[src/rtl/mem_arb_pkg.sv]
// Shared types for the unified memory port arbiter: FSM states and transaction owner.
package mem_arb_pkg;

  typedef enum logic [1:0] {
    ARB_IDLE,
    ARB_WAIT_I,
    ARB_WAIT_D
  } arb_state_t;

  typedef enum logic {
    OWN_IF,
    OWN_DM
  } arb_owner_t;

endpackage

[src/rtl/arb_streak_counter.sv]
// Saturating count of consecutive data grants made while a fetch is waiting.
module arb_streak_counter #(
  parameter int MAX = 4
) (
  input  logic clk,
  input  logic rst_n,
  input  logic clr,
  input  logic inc,
  output logic at_max
);

  localparam int W = $clog2(MAX + 1);

  logic [W-1:0] cnt;

  always_ff @(posedge clk) begin
    if (!rst_n) begin
      cnt <= '0;
    end else if (clr) begin
      cnt <= '0;
    end else if (inc && (cnt != W'(MAX))) begin
      cnt <= cnt + W'(1);
    end
  end

  assign at_max = (cnt == W'(MAX));

endmodule

[src/rtl/mem_port_arbiter.sv]
// Arbitrates fetch and data requesters onto one memory port, one transaction in flight.
// Optional fetch starvation guard enabled by defining ARB_STARVE_GUARD_EN.
module mem_port_arbiter
  import mem_arb_pkg::*;
#(
  parameter int ADDR_WIDTH      = 32,
  parameter int DATA_WIDTH      = 32,
  parameter int MAX_DATA_STREAK = 4
) (
  input  logic                    clk,
  input  logic                    rst_n,
  input  logic                    if_req,
  input  logic [ADDR_WIDTH-1:0]   if_addr,
  input  logic                    if_flush,
  output logic [DATA_WIDTH-1:0]   if_rdata,
  output logic                    if_done,
  input  logic                    dm_req,
  input  logic                    dm_we,
  input  logic [ADDR_WIDTH-1:0]   dm_addr,
  input  logic [DATA_WIDTH-1:0]   dm_wdata,
  input  logic [DATA_WIDTH/8-1:0] dm_wstrb,
  output logic [DATA_WIDTH-1:0]   dm_rdata,
  output logic                    dm_done,
  output logic                    StallFetchM,
  output logic                    StallMemM,
  output logic                    mem_req,
  output logic                    mem_we,
  output logic [ADDR_WIDTH-1:0]   mem_addr,
  output logic [DATA_WIDTH-1:0]   mem_wdata,
  output logic [DATA_WIDTH/8-1:0] mem_wstrb,
  input  logic                    mem_gnt,
  input  logic                    mem_rvalid,
  input  logic [DATA_WIDTH-1:0]   mem_rdata
);

  if (MAX_DATA_STREAK < 1) begin : g_bad_streak
    $error("MAX_DATA_STREAK must be at least 1");
  end

  arb_state_t state, state_nx;
  logic       discard, discard_nx;
  arb_owner_t owner;
  logic       sel_valid;
  logic       guard_fetch;

  logic                    req_c, we_c, if_done_c, dm_done_c;
  logic [ADDR_WIDTH-1:0]   addr_c;
  logic [DATA_WIDTH-1:0]   wdata_c;
  logic [DATA_WIDTH/8-1:0] wstrb_c;

  // Data normally wins; the guard hands the tie to fetch once data has streaked too long.
  always_comb begin
    owner     = OWN_DM;
    sel_valid = 1'b0;
    if (dm_req && !guard_fetch) begin
      owner     = OWN_DM;
      sel_valid = 1'b1;
    end else if (if_req && !if_flush) begin
      owner     = OWN_IF;
      sel_valid = 1'b1;
    end
  end

`ifdef ARB_STARVE_GUARD_EN
  logic at_max, data_grant, fetch_grant;

  assign data_grant  = (state == ARB_IDLE) && sel_valid && (owner == OWN_DM) && mem_gnt;
  assign fetch_grant = (state == ARB_IDLE) && sel_valid && (owner == OWN_IF) && mem_gnt;

  arb_streak_counter #(.MAX(MAX_DATA_STREAK)) u_streak (
    .clk    (clk),
    .rst_n  (rst_n),
    .clr    (fetch_grant || !if_req),
    .inc    (data_grant && if_req),
    .at_max (at_max)
  );

  assign guard_fetch = at_max && if_req && !if_flush;
`else
  assign guard_fetch = 1'b0;
`endif

  always_ff @(posedge clk) begin
    if (!rst_n) begin
      state   <= ARB_IDLE;
      discard <= 1'b0;
    end else begin
      state   <= state_nx;
      discard <= discard_nx;
    end
  end

  always_comb begin
    state_nx   = state;
    discard_nx = discard;
    req_c      = 1'b0;
    we_c       = 1'b0;
    addr_c     = '0;
    wdata_c    = '0;
    wstrb_c    = '0;
    if_done_c  = 1'b0;
    dm_done_c  = 1'b0;
    unique case (state)
      ARB_IDLE: begin
        discard_nx = 1'b0;
        if (sel_valid) begin
          req_c = 1'b1;
          if (owner == OWN_DM) begin
            we_c    = dm_we;
            addr_c  = dm_addr;
            wdata_c = dm_wdata;
            wstrb_c = dm_wstrb;
          end else begin
            addr_c = if_addr;
          end
          if (mem_gnt) begin
            state_nx = (owner == OWN_DM) ? ARB_WAIT_D : ARB_WAIT_I;
          end
        end
      end
      ARB_WAIT_I: begin
        // A flush arriving together with the response also kills the stale instruction.
        if (mem_rvalid) begin
          if_done_c  = !discard && !if_flush;
          discard_nx = 1'b0;
          state_nx   = ARB_IDLE;
        end else if (if_flush) begin
          discard_nx = 1'b1;
        end
      end
      ARB_WAIT_D: begin
        if (mem_rvalid) begin
          dm_done_c = 1'b1;
          state_nx  = ARB_IDLE;
        end
      end
      default: state_nx = ARB_IDLE;
    endcase
  end

  assign mem_req     = rst_n && req_c;
  assign mem_we      = rst_n && we_c;
  assign mem_addr    = rst_n ? addr_c  : '0;
  assign mem_wdata   = rst_n ? wdata_c : '0;
  assign mem_wstrb   = rst_n ? wstrb_c : '0;
  assign if_done     = rst_n && if_done_c;
  assign dm_done     = rst_n && dm_done_c;
  assign if_rdata    = if_done ? mem_rdata : '0;
  assign dm_rdata    = dm_done ? mem_rdata : '0;
  assign StallFetchM = rst_n && if_req && !if_done_c;
  assign StallMemM   = rst_n && dm_req && !dm_done_c;

  a_dm_held : assert property (@(posedge clk) disable iff (!rst_n)
    (state == ARB_WAIT_D) |-> dm_req);
  a_if_held : assert property (@(posedge clk) disable iff (!rst_n)
    (state == ARB_WAIT_I && !discard && !if_flush) |-> if_req);

endmodule
[config.mk]
export PLATFORM = sky130hd
export DESIGN_NAME = mem_port_arbiter
export DESIGN_NICKNAME = d
export VERILOG_FILES = /design/src/rtl/mem_arb_pkg.sv /design/src/rtl/arb_streak_counter.sv /design/src/rtl/mem_port_arbiter.sv
export SDC_FILE = /design/constraint.sdc
export NUM_CORES = 1
export LEC_CHECK = 0
export CAP_MARGIN = 20
export CORE_AREA = 2 2 109 111
export DETAILED_ROUTE_END_ITERATION = 10
export DIE_AREA = 0 0 111 113
export PLACE_DENSITY_LB_ADDON = 0.15
export RECOVER_POWER = 25
export SLEW_MARGIN = 20
export SYNTH_ARGS = -nofsm -noshare
export SYNTH_HDL_FRONTEND = slang
export SYNTH_HIERARCHICAL = 1
export SYNTH_SLANG_ARGS = --single-unit
[constraint.sdc]
create_clock -name clk -period 1.5 [get_ports clk]
set_input_delay 0.15 -clock clk [delete_from_list [all_inputs] [get_ports clk]]
set_output_delay 0.15 -clock clk [all_outputs]
set_load 0.01 [all_outputs]
After elaboration in Yosys (flattened, before gate mapping) --
Cells that the tools add are included.
Operators by class: eq/ne operators 6, reductions and logical operators 19, multiplexer cells 35
Operators with widths (number):
- $mux W32 | 10
- $mux W4 | 4
- $mux W1 | 15
- $logic_and A1 B1 Y1 | 10
- $mux W2 | 4
- $logic_not A1 Y1 | 4
- $ne A2 B2 Y1 const B | 2
- $pmux W2 S2 | 1
- $ne A3 B3 Y1 const B | 1
- $reduce_and A3 Y1 | 1
- $eq A2 B1 Y1 const B | 1
- $eq A2 B2 Y1 const B | 1
- $logic_not A2 Y1 | 1
- $ne A2 B1 Y1 const B | 1
- $pmux W1 S2 | 1
- $reduce_and A2 Y1 | 1
- $reduce_bool A2 Y1 | 1
- $reduce_or A2 Y1 | 1
Word-level totals: input bits 140, word-level logic and storage cells 62, output and inout port bits 138, flip-flop bits (word level) 3

Depth between registers and ports, before layout --
Gate-level depths: netlist of the first run.
depth after elaboration 8, depth in mapped cells 6, gate-level depth less buffers 5

Least setup slack after synthesis of the first run --
No wires, ideal clock.
path kind register to register, start point register state[0], end point register state[0], required time 1.381 ns, period minus slack after synthesis 1.457 ns, path buffers 0, stages on the path, launching flop included 6, arrival time 1.338 ns, slack 0.043 ns, library setup time 0.119 ns, cells stage by stage dfxtp_1 -> inv_1 -> ha_1 -> nor2b_1 -> or2_2 -> o221a_2
On the way: word-level cells in the longest chain between the ends 4, elaborated cells between the ends (all ways) 9, classes of those cells 5 x eq/ne; 1 x mux; 3 x reduce/logical
RTL lines:
- start: declaration | RTL line mem_port_arbiter.sv:40 | arb_state_t state, state_nx;
- start signal: assignment | RTL line mem_port_arbiter.sv:88 | state <= state_nx;
- $eq A2 B2 Y1 / $eq A2 B1 Y1 (equally long branches) | RTL line mem_port_arbiter.sv:103 | unique case (state)
- $reduce_or A2 Y1 (no source line)
- $ne A2 B1 Y1 (no source line)
- $reduce_and A3 Y1 (no source line)
Several ways; a longest one is shown, not always the timed one. A chain may end at the register's enable or synchronous reset.

Worst setup path after layout of the first run --
start point register state[1], end point output port if_rdata[15]
On the way: word-level cells in the longest chain between the ends 4
RTL lines:
- $eq A2 B1 Y1 | RTL line mem_port_arbiter.sv:103
- $mux W1 | RTL line mem_port_arbiter.sv:103
- $logic_and A1 B1 Y1 | RTL line mem_port_arbiter.sv:146 | assign if_done = rst_n && if_done_c;
- $mux W32 | RTL line mem_port_arbiter.sv:148 | assign if_rdata = if_done ? mem_rdata : '0;
- end: declaration | RTL line mem_port_arbiter.sv:15 | output logic [DATA_WIDTH-1:0] if_rdata,
Every way passes these cells.

==> impl_metrics.yaml, run 1 <==
outcome:
  status: "finished, violations left"
  violations: "negative setup slack"
floorplan:
  die_y_um: 113
  dieArea_sq_mm: 0.01254
  die-width_um: 111
  initial_core_util_pct: 13.11
  pin_count: 278
  rows: 39
  core_area_sq_mm: 0.01127
power:
  power_frac_seq_pct: 5.1
  vdd_drop_max_mv: 0.2953
  netSwitchingFraction_pct: 32.78
  power_density_mw_per_mm2: 369.8
  combPwrFrac_pct: 71.5
  internal_power_mw: 1.232
  p_leak_nw: 2.364
  switching_power_mw: 0.6004
  power_mw: 1.832
  clkPwrFrac_pct: 23.4
min_path:
  hold_path_end: "state[1]"
  hp-start: "dm_req"
  hold-path-cell-count: 4
  holdCritPathClass: "input port to flop"
synth:
  synth_edf_count: 0
  async_flop_share_pct: 0
  syn_inst: 250
  ys_seq_area_share_pct: 4.064
  synth.distinct_cells: 30
  synth_area_leaders: "and2_1, nand2_1, a21oi_1, buf_6, dfxtp_1"
  synth_top_area_share_pct: 43.18
  synth_area_sq_mm: 0.001478
  yosys_register_bits: 3
  syn_nets: 393
  ys_warn_count: 6
  synthFlopType: "dfxtp_1"
  yosysTopAreaCell: "and2_1"
  syn_avg_cell_area_sq_um: 5.911
clocking:
  cts_sinks: 3
  path_clk_slew_ps: 30
  htreeDepth: 1
  cts_tree: "yes"
  hold_buffers: 0
  insertion_delay_ps: 230
  root_buffer: "clkbuf_16"
  cts_buffer_depth: 2
  cts_made_buffers: 3
timing:
  final.period_utilization_pct: 113.9
  rsz0062_at_grt: "yes"
  hold_ws_ps: 495.8
  timing.final.hold_violations: 0
  maxSlewViolCount: 0
  period_minus_slack_ps: 1708
  worstMarginPinSlew_ps: 276.6
  fmax_mhz: 585.5
  fin_tns_setup_ps: -17920
  relSlewSlack_pct: 81.49
  worst_slack_ps: -208.1
  setup_violations: 135
  skew_ps: 2.133
finish:
  synthToLayoutAreaGrowth_pct: 235.2
  fillerInstances: 1163
  multiInputGateArea_sq_mm: 0.001574
  seqCellArea_sq_um: 62.56
  layout.nets: 699
  drive_gt1_share_pct: 50.27
  fin_cells: 698
  antenna_cells: 0
drt:
  dr.pass1.iters: 6
  viasPerCell: 4.060
  drc: 0
  vias: 2834
  drt_wl_total_um: 10520
  routedWlPerCell_um: 15.07
  ant_nets: 0
  drt-initial-drc-count: 76
global_route:
  grt_max_degree: 29
  met2_usage_pct: 27.32
  met1_usage_pct: 16.40
  track_usage_pct: 14.45
  grt_pass1_vias: 2750
  grt_first_pass_wirelength_um: 14680
  use_met3_pct: 3.107
  antenna_found_initial: 0
  grt.overflow.total: 0
  grt_busiest_layer: "met2"
critical_path:
  timing.rr.end: "state[0]"
  cp_max_fo: 5
  arrival_ps: 1560
  worst_r2r_path_depth: 6
  timing.rr.start: "state[0]"
  path_class: "flop to output pin"
  end_kind: "output pin"
  regToRegSetupSlack_ps: 30
  worstSetupStartpointType: "flop"
  crit_required_ps: 1350
run:
  max_cap_violations: 0
place:
  place_hpwl_um: 7379
  place_congestion: 0.7945
  dp_slack_ps: -665.1
  port_buffers: 277
  dp.cells: 674
[cells in the mapped netlist, types with 2 or more instances]
| cell | n |
|---|---|
| and2_1 | 102 |
| nand2_1 | 65 |
| a21oi_1 | 25 |
| a21oi_2 | 6 |
| buf_2 | 6 |
| buf_6 | 6 |
| clkbuf_2 | 5 |
| inv_1 | 4 |
| dfxtp_1 | 3 |
| ha_1 | 3 |
| nor2_1 | 3 |
| nor2b_1 | 3 |
| clkbuf_1 | 2 |
[final cells by class]
cell class / instances / share of cell area (%)
clock buffers: 4 / 1.591
inverters: 4 / 0.4547
multi-input cells: 224 / 31.78
flip-flops and latches: 3 / 1.263
well taps: 143 / 3.612
repair buffers: 320 / 61.30
[power groups by stage]
stage,logic (mW),clock network (mW),registers (mW)
4_1_cts,1.14,0.435,0.0926
5_1_grt,1.41,0.443,0.0942
2_1_floorplan,0.377,0,0.0920
6_report,1.31,0.429,0.0935
3_5_place_dp,1.18,0,0.0913
3_3_place_gp,1.17,0,0.0910
[routing by layer]
layer  wire [um]  part of all wire [%]
met5           0                     0
met4         293                   2.8
met3         753                   7.2
met2        5506                    52
met1        3966                    38
[timing repair]
item | 4_1_cts | 5_1_grt
gates resized for setup | 634 | 94
pin swaps | 30 | 8
setup endpoints to repair | 139 | 140
setup buffers | 9 | 3
cloned | 7 | 6
[metrics by stage]
stage               area [sq um]  util (%)
finish                      4954     43.94
detailed placement          4553     40.39
floorplan                   1478         -
CTS                         4504     39.96
global placement            4553     40.39
global route                4954     43.94
[sequential cells by signal (all words and copies together) (netlist names)]
name	flops
discard	1
state	2
[worst max-delay path by stage]
| stage | from | to |
|---|---|---|
| 6_report | state[1] | if_rdata[15] |
| 5_1_grt | discard | if_rdata[25] |
| 4_1_cts | state[1] | if_rdata[15] |
| 3_5_place_dp | if_flush | mem_addr[20] |
| 3_3_place_gp | if_flush | mem_addr[20] |
| 2_1_floorplan | state[0] | state[0] |
[worst max-delay path: stages, from the launching register on]
cell and delay, ps:
dfxtp_2 310, inv_2 70, buf_6 100, ha_4 130, and4_4 240, buf_6 140, buf_12 120, and2_4 130
buf_6 90
[cell usage in the layout (no fill, tap or decap), types with 7 or more instances in the layout]
master | netlist | routed
a21oi_2 | 6 | 30
clkbuf_16 | 0 | 8
nand2_1 | 65 | 64
and2_4 | 0 | 42
clkdlybuf4s50_1 | 0 | 135
buf_12 | 0 | 7
buf_2 | 6 | 86
buf_4 | 0 | 18
buf_6 | 6 | 57
and2_1 | 102 | 59
[logic make-up (layout without fill, tap and decap cells)]
| kind of cell | count (synthesis) | after routing | synth area share (%) |
|---|---|---|---|
| adder cells (fa/ha/maj) | 3 | 3 | 2.540 |
| AND/OR/NAND/NOR | 181 | 181 | 66.13 |
| multiplexers | 1 | 1 | 0.6774 |
| flip-flops | 3 | 3 | 4.065 |
| AO/OA/AOI/OAI | 39 | 39 | 16.77 |
| buffers and inverters | 23 | 328 | 9.822 |
(Power assumes the default switching activity.)
==> run 2, diff against run 1 <==
--- a/config.mk
+++ b/config.mk
@@ -11,6 +11,7 @@
 export DIE_AREA = 0 0 111 113
 export PLACE_DENSITY_LB_ADDON = 0.15
 export RECOVER_POWER = 25
+export SETUP_SLACK_MARGIN = 0.15
 export SLEW_MARGIN = 20
 export SYNTH_ARGS = -nofsm -noshare
 export SYNTH_HDL_FRONTEND = slang
==> constraint.sdc (replaced) <==
create_clock -name clk -period 1.5 [get_ports clk]
set_input_delay 0.375 -clock clk [delete_from_list [all_inputs] [get_ports clk]]
set_output_delay 0.375 -clock clk [all_outputs]
set_load 0.01 [all_outputs]
==> impl_metrics.yaml, run 2 (synthesis results as in run 1) <==
floorplan:
  initial_core_util_pct: 13.11
  die_y_um: 113
  pin_count: 278
  die-width_um: 111
  rows: 39
  dieArea_sq_mm: 0.01254
  core_area_sq_mm: 0.01127
finish:
  layout_common_cells: "buf_6, clkdlybuf4s50_1, and2_4"
  reg.largest.list: "state: 2 flops, discard: 1 flops"
  post-route-util_pct: 54.97
  fillerInstances: 1010
  layout_commonest_cell: "buf_6"
  layout.nets: 732
  largest_register_ffs: 2
  antenna_cells: 0
  fin_area_sq_mm: 0.006196
  synthToLayoutAreaGrowth_pct: 319.3
  regMostFlops: "state"
  drive_gt1_share_pct: 65.99
outcome:
  status: "finished, violations left"
  violations: "negative setup slack"
drt:
  dr.pass1.iters: 4
  drt_wl_total_um: 10960
  vias: 2966
  viasPerCell: 4.057
  routedWlPerCell_um: 14.99
  drt-initial-drc-count: 63
  drc: 0
  ant_nets: 0
timing:
  final.period_utilization_pct: 134.7
  timing.final.hold_violations: 0
  worstMarginPinSlew_ps: 241.6
  period_minus_slack_ps: 2020
  skew_ps: 0.5495
  fmax_mhz: 494.9
  maxSlewViolCount: 0
  rsz0062_at_grt: "yes"
  relSlewSlack_pct: 83.80
  worst_slack_ps: -520.5
  setup_violations: 140
critical_path:
  arrival_ps: 1650
  crit_required_ps: 1120
  crit_path_max_incr_delay_ps: 350
  worstPathCellList: "inv_2 -> ha_4 -> nand2_4 -> nor2_4 -> buf_12 -> buf_8 -> buf_6 -> buf_6 -> and2_4 -> buf_6"
  path_class: "flop to output pin"
  cp_max_fo: 7
  crit_top_cell: "buf_6"
  worst_r2r_path_depth: 8
  worstSetupStartpointType: "flop"
  regToRegSetupSlack_ps: -160
  end_kind: "output pin"
  crit_slowest_cell: "dfxtp_2"
min_path:
  holdCritPathClass: "input port to flop"
  hold-path-cell-count: 4
power:
  p_leak_nw: 2.799
  power_density_mw_per_mm2: 370.0
  vdd_drop_max_mv: 0.3113
  power_mw: 2.293
clocking:
  cts_sinks: 3
  cts_tree: "yes"
  insertion_delay_ps: 220
  hold_buffers: 0
  path_clk_slew_ps: 30
  cts_buffer_depth: 2
  root_buffer: "clkbuf_16"
  htreeDepth: 1
  cts_made_buffers: 3
place:
  place_congestion: 0.7777
  port_buffers: 277
  postPlaceCellArea_sq_mm: 0.005092
  place_hpwl_um: 7963
run:
  max_cap_violations: 0
global_route:
  grt_first_pass_wirelength_um: 16450
  track_usage_pct: 16.02
  grt_pass1_vias: 3110
  grt.overflow.total: 0
  antenna_found_initial: 0
  grt_max_degree: 17
[run 2: timing repair]
item / in CTS / in global routing
setup buffers: 25 / 11
gates cloned: 12 / 3
pin swaps: 14 / 17
setup endpoints to repair: 140 / 140
gates resized for setup: 721 / 59
[run 2: final timing paths]
| check | end | from |
|---|---|---|
| worst max-delay path | mem_wdata[28] | state[0] |
| worst min-delay path | discard | if_flush |
| worst max register to register | state[0] | state[0] |
| worst min register to register | discard | discard |
[run 2: through the flow]
stage               setup slack, ps  hold WS, ps  TNS (ps)  std cells
floorplan                    -50.56        472.6     -2501        250
global placement              -1158        558.0   -140680        676
detailed placement            -1153        556.7   -142070        676
CTS                          -531.7        569.3    -57210        717
global route                 -575.5        612.4    -63850        731
finish                       -520.5        575.1    -56480        731
[run 2: layer usage]
layer,GRT usage (%),vias to the layer above,share of wire [%]
met2,32.43,155,56
li1,-,1476,-
met1,17.07,1329,36
met5,0,-,0
met4,3.167,0,0.99
met3,3.214,6,7.6
[run 2: final cells by class]
class,instances,area (sq um),share of cell area (%)
clock buffer,4,78.83,1.272
inverter,4,20.02,0.3231
multi-input combinational,224,1884,30.41
sequential,3,62.56,1.010
tap,143,178.9,2.888
timing repair buffer,353,3971,64.10
[run 2: critical path: cells and delay by family (launching register included)]
kind | cells | cell delay (ps)
flip-flops | 1 | 350
adder cells (fa/ha/maj) | 1 | 160
buffers and inverters | 6 | 620
AND/OR/NAND/NOR | 3 | 270
[run 2: power by group]
group	switching (mW)	internal [mW]
clock	0.0720	0.351
combinational	0.628	1.15
sequential	0.00658	0.0886
total	0.706	1.59
==> run 3, diff against run 2 <==
--- a/config.mk
+++ b/config.mk
@@ -7,6 +7,7 @@
 export LEC_CHECK = 0
 export CAP_MARGIN = 20
 export CORE_AREA = 2 2 109 111
+export CTS_CLUSTER_SIZE = 20
 export DETAILED_ROUTE_END_ITERATION = 10
 export DIE_AREA = 0 0 111 113
 export PLACE_DENSITY_LB_ADDON = 0.15
==> results of run 3 <==
Final layout, timing and power as in run 2 (identical DEF).
